## src/rtl/note_stabilizer.sv

```systemverilog
// note_stabilizer: debounces detector frames into a stable note code; NOTE_STAB_HYST_EN enables release hysteresis.
module note_stabilizer #(
    parameter int MAG_WIDTH      = 16,
    parameter int MAG_THRESH     = 1000,
    parameter int REL_THRESH     = 600,
    parameter int HOLD_COUNT     = 4,
    parameter int TIMEOUT_CYCLES = 34816000
) (
    input  logic                 clk_in,
    input  logic                 rst_in,
    input  logic                 valid_in,
    input  logic [5:0]           note_in,
    input  logic [MAG_WIDTH-1:0] mag_in,
    output logic [5:0]           note_out,
    output logic                 change_out,
    output logic                 locked_out
);
    localparam logic [7:0]  HOLD = 8'(HOLD_COUNT);
    localparam logic [25:0] TMO  = 26'(TIMEOUT_CYCLES);

    if (REL_THRESH > MAG_THRESH || HOLD_COUNT < 1 || HOLD_COUNT > 255) begin : g_bad_cfg
        $error("note_stabilizer: illegal REL_THRESH or HOLD_COUNT");
    end

    logic [5:0]           cand_note, cand_note_d, note_d, e;
    logic [7:0]           cand_cnt, cand_cnt_d;
    logic [25:0]          idle_cnt, idle_d;
    logic [MAG_WIDTH-1:0] thr;
    logic                 commit, timeout, change_d;

`ifdef NOTE_STAB_HYST_EN
    // a sustained note keeps the lower release threshold while it decays
    assign thr = (note_out != 6'd0 && note_in == note_out) ? MAG_WIDTH'(REL_THRESH) : MAG_WIDTH'(MAG_THRESH);
`else
    assign thr = MAG_WIDTH'(MAG_THRESH);
`endif

    always_comb begin
        e           = mag_in < thr ? 6'd0 : note_in;
        timeout     = !valid_in && idle_cnt == TMO - 26'd1;
        cand_note_d = valid_in ? e : (timeout ? 6'd0 : cand_note);
        cand_cnt_d  = valid_in ? (e == cand_note ? (cand_cnt >= HOLD ? HOLD : cand_cnt + 8'd1) : 8'd1)
                               : (timeout ? 8'd0 : cand_cnt);
        commit      = valid_in && cand_cnt_d == HOLD && e != note_out;
        note_d      = commit ? e : (timeout ? 6'd0 : note_out);
        change_d    = commit || (timeout && note_out != 6'd0);
        idle_d      = valid_in ? 26'd0 : (idle_cnt == TMO ? TMO : idle_cnt + 26'd1);
    end

    always_ff @(posedge clk_in or posedge rst_in) begin
        if (rst_in) begin
            note_out   <= '0;
            change_out <= 1'b0;
            locked_out <= 1'b0;
            cand_note  <= '0;
            cand_cnt   <= '0;
            idle_cnt   <= '0;
        end else begin
            note_out   <= note_d;
            change_out <= change_d;
            locked_out <= cand_cnt == HOLD && cand_note == note_out;
            cand_note  <= cand_note_d;
            cand_cnt   <= cand_cnt_d;
            idle_cnt   <= idle_d;
        end
    end
endmodule

```

## config.mk

```make
export PLATFORM = sky130hd
export DESIGN_NAME = note_stabilizer
export DESIGN_NICKNAME = d
export VERILOG_FILES = /design/src/rtl/note_stabilizer.sv
export SDC_FILE = /design/constraint.sdc
export NUM_CORES = 1
export LEC_CHECK = 0
export ABC_AREA = 1
export BUFFER_PORTS_ARGS = -buffer_cell sky130_fd_sc_hd__buf_2
export CAP_MARGIN = 10
export CORE_ASPECT_RATIO = 1.1
export CORE_MARGIN = 2
export CORE_UTILIZATION = 59
export CTS_BUF_LIST = sky130_fd_sc_hd__clkbuf_8
export DETAILED_ROUTE_END_ITERATION = 10
export GPL_ROUTABILITY_DRIVEN = 0
export GPL_TIMING_DRIVEN = 0
export PLACE_DENSITY = 0.8
export RECOVER_POWER = 25
export SLEW_MARGIN = 20
export SYNTH_ARGS = -nofsm -noshare
export SYNTH_HDL_FRONTEND = slang
export SYNTH_SLANG_ARGS = --single-unit
```

## constraint.sdc

```tcl
create_clock -name clk_in -period 2.2 [get_ports clk_in]
set_input_delay 0.44 -clock clk_in [delete_from_list [all_inputs] [get_ports clk_in]]
set_output_delay 0.44 -clock clk_in [all_outputs]
set_load 0.02 [all_outputs]
```

==> results.txt <==
- The count of endpoints failing hold in the final timing report was 0.
- Setup slack on the worst flop-to-flop path: -40 ps
- Per-instance average area after synthesis: 8.06 um2
- Sequential area share after synthesis: 0.415
- In the finished design, the share of the clock period the worst path needs comes to 1.02.
- # DRC: 0
- The repair_antennas step left the layout with diodes totalling 0.
- The critical path is of the flip-flop to flip-flop type.
* Overall Power: approximately 1.7 mW
- Fraction of final layout cells with drive strength greater than 1: 0.257
- Comb pwr share: 0.110
- The initial antenna violation count came to 0.
- In this run the static leakage power is around 1.7 nW.
* Longest individual stage delay on the worst path: ~400 ps
* CTS tree: done
* Total non-filler cell area in the finished layout: roughly 0.0034 mm2
* H-tree levels: 2
- Global-route wire length before repair: 11.1 mm
* Effective utilization at floorplan: 0.618
- In this run the standard cell core region covers approximately 0.0047 mm2.
* Combined global-route utilization of all metal layers: 0.250
- From synthesis to final layout, the design area changed by 18.9%.
* Post-Synthesis Cells: 359
* Number of different library cells in the post-synthesis netlist: 37
- Number of clock sinks: 48
- Proportion of total power due to net switching: 0.248
- Number of buffers inserted by hold repair at cts: 0
* Reported net switching power: 0.430 mW
- Total placed instance area: between 0.003 and 0.004 mm2
- The worst-case IR drop observed on VDD is 351 uV.
- Setup violation total in the final timing report: 6
- Of the total power, the clock network draws 0.363.
- Root Driver: clkbuf_8
- Leaving out fill and tap cells, the most frequent cell in the layout is nand2_1.
* Clock latency of the later-clocked register in the worst-skew pair: 300 ps
- Arrival time reported for the critical path endpoint: ~2400 ps
- The detail route stage leaves a number of antenna-violating nets equal to 0.
* Clock transition at the register clock pins on the worst setup and hold paths after CTS: about 90 ps
- Hold is met by roughly 160 ps.
- Input/output buffers: 28
- DR pass1 iterations: 6
- Min Tclk post-route: approximately 2200 ps
* Worst slack after detailed placement: -144 ps
* Leading cell types in the layout, fill and taps excluded: nand2_1 (69), inv_1 (53), dfrtp_1 (48)
- In this run the power density over the cells is slightly above 500 mW/mm2.
* Final net count: 441
- Pin count of the biggest net entering global routing: 36
- The cell area that synthesis handed to floorplanning was 0.00290 mm2.
- Bufs on Longest Clock Path: 2
- Summing over every cut layer, the via total after detailed routing is 2526.
* Max Freq: ~0.45 GHz
- Summed over all failing endpoints, the final setup total negative slack is -196 ps.
- Total of flip-flops plus latches after synthesis: 48
* Type of the tightest min-delay check: input pin to async pin
* Slowest library cell on the worst path: dfrtp_1
* Worst-case clock skew: ~4.8 ps
* Kind of capture point of the worst setup path: flip-flop
* Slew at the pin closest to its max-slew limit: 853 ps
- The floorplan step set the die width to 70.8 um.
- The share of total power dissipated in sequential elements is 0.527.
- Critical path cell sequence: ha_2 -> nand2_2 -> nor2_4 -> nand3_2 -> nor2_4 -> nand2_4 -> nor2_4 -> nand2_4 -> nand3_2 -> nand2_2 -> a21oi_4 -> nand3_4 -> nand3_1 -> nand2_1
* Setup repair after global routing missed its margin: yes
* Final Routed Wirelength: roughly 6.4 mm
- Dividing the detail-routed wire length by the instance count gives between 10 and 15 um.
- Most Frequent Cell on Critical Path: nor2_4
- Gate family responsible for the most delay along the worst path: simple AND/OR/NAND/NOR gates
- The run finished, with violations left.
* CP Data Required Time: between 2000 and 2500 ps
- DRC violation total after the first TritonRoute iteration: ~150
- The checks that failed: setup timing.
- From bottom edge to top edge, the die measures between 70 and 80 um.
* Via/cell ratio: between 5 and 6
- Worst max-slew margin expressed relative to the limit: 0.432
* Boundary pin count: 33
* Number of global-route vias before repair: about 2500
- # Max-Cap Violations: 0
- Detailed placement HPWL: around 4.7 mm
* Row cnt: 26
* Synthesized Nets: 388
- STA classifies the critical path startpoint as a flip-flop.
- Die Outline Area: roughly 0.0055 mm2
- Cell internal power was estimated by the tool at ~1.3 mW.
- Along the worst path, the maximum fanout reaches 7.
* CTS Buf Count: 5
- Overflow after GRT: 0
- In the post-route analysis, the smallest setup slack over all paths is -43.1 ps.
- Count of final max-slew check failures: 0
- Counting both buffers and inverters, the worst setup path holds a total of 0.
* Yosys warns: 0
[power by group through the flow]
stage	sequential, mW	clock [mW]	combinational (mW)
2_1_floorplan	0.928	0	0.122
3_3_place_gp	0.930	0	0.167
3_5_place_dp	0.932	0	0.175
4_1_cts	0.914	0.642	0.183
5_1_grt	0.917	0.676	0.215
6_report	0.915	0.629	0.190
[logic make-up (layout without fill, tap and decap cells)]
kind of cell | Yosys count | count (layout) | synth area share
adders and majority gates | 4 | 4 | 0.0173
buffers and inverters | 60 | 114 | 0.0804
and+or+nand+nor | 200 | 200 | 0.370
DFF | 48 | 48 | 0.415
xor gates and xnor gates | 12 | 12 | 0.0389
AOI/OAI and AO/OA | 35 | 35 | 0.0787
[final timing paths]
| check | start | endpoint | depth (start not counted) |
|---|---|---|---|
| setup / recovery | idle_cnt[1] | note_out[4] | 14 |
| hold / removal | rst_in | cand_cnt[3] | 2 |
| setup reg to reg | idle_cnt[1] | note_out[4] | 14 |
| hold reg to reg | cand_cnt[4] | cand_cnt[4] | 2 |
| max in group asynchronous | rst_in | idle_cnt[24] | 3 |
| min in group clk_in | note_in[4] | cand_note[4] | 3 |
[through the flow]
| step | utilization | cells |
|---|---|---|
| global route | 0.735 | 469 |
| detailed placement | 0.667 | 444 |
| finish | 0.735 | 469 |
| CTS | 0.699 | 454 |
| floorplan | - | 359 |
| global placement | 0.663 | 443 |
[cells in the mapped netlist]
library cell,number,area (um2)
nor2_2,1,6.26
o221a_2,1,11.3
nand2_4,6,67.6
nor3b_1,3,22.5
nand4_1,18,113
o211ai_1,1,7.51
nor4_2,1,12.5
clkbuf_1,3,11.3
nor2_1,30,113
o21ai_2,1,8.76
nor2_4,7,78.8
o211a_1,1,10.0
buf_6,1,11.3
nor4_1,6,37.5
o21ai_0,6,30.0
o22ai_1,6,37.5
nand3_1,28,140
xnor2_1,4,35.0
dfrtp_1,48,1200
nor3_2,3,30.0
inv_1,52,195
or2_1,1,6.26
inv_2,4,15.0
or2_2,1,6.26
nand2_1,72,270
nand3_2,3,30.0
nor3_1,10,50.1
nand3_4,2,35.0
o21a_1,2,15.0
nand3b_1,2,15.0
nand2_2,5,31.3
xor2_2,1,16.3
a21oi_1,15,75.1
xor2_1,7,61.3
or2_0,1,6.26
a21oi_4,2,32.5
ha_1,4,50.1
[registers in the layout, summed over array words and instances, names as in the netlist]
signal / cells
cand_note: 6
idle_cnt: 26
note_out: 6
change_out: 1
locked_out: 1
cand_cnt: 8
[cell type report]
| cell class | count | area (um2) |
|---|---|---|
| clock inverter | 3 | 38.8 |
| buffer | 4 | 23.8 |
| tap | 56 | 70.1 |
| clock buffer | 5 | 68.8 |
| sequential | 48 | 1200 |
| timing repair buffer | 46 | 298 |
| inverter | 56 | 210 |
| multi-input combinational | 251 | 1530 |
| fill | 361 | 1240 |
[layer usage]
metal | track usage | part of all wire
met5 | 0 | 0
met4 | 0.0849 | 0.016
met3 | 0.0377 | 0.035
met2 | 0.438 | 0.53
met1 | 0.314 | 0.42
[timing repair]
action / in CTS / in global routing
cloned: 0 / 0
endpoints found under the hold margin: 0 / 0
gates resized for setup: 0 / 17
pin swaps: 0 / 10
buffers inserted: 2 / 15
endpoints found under the setup margin: 6 / 16
No activity file was read; power rests on OpenSTA's default activity.
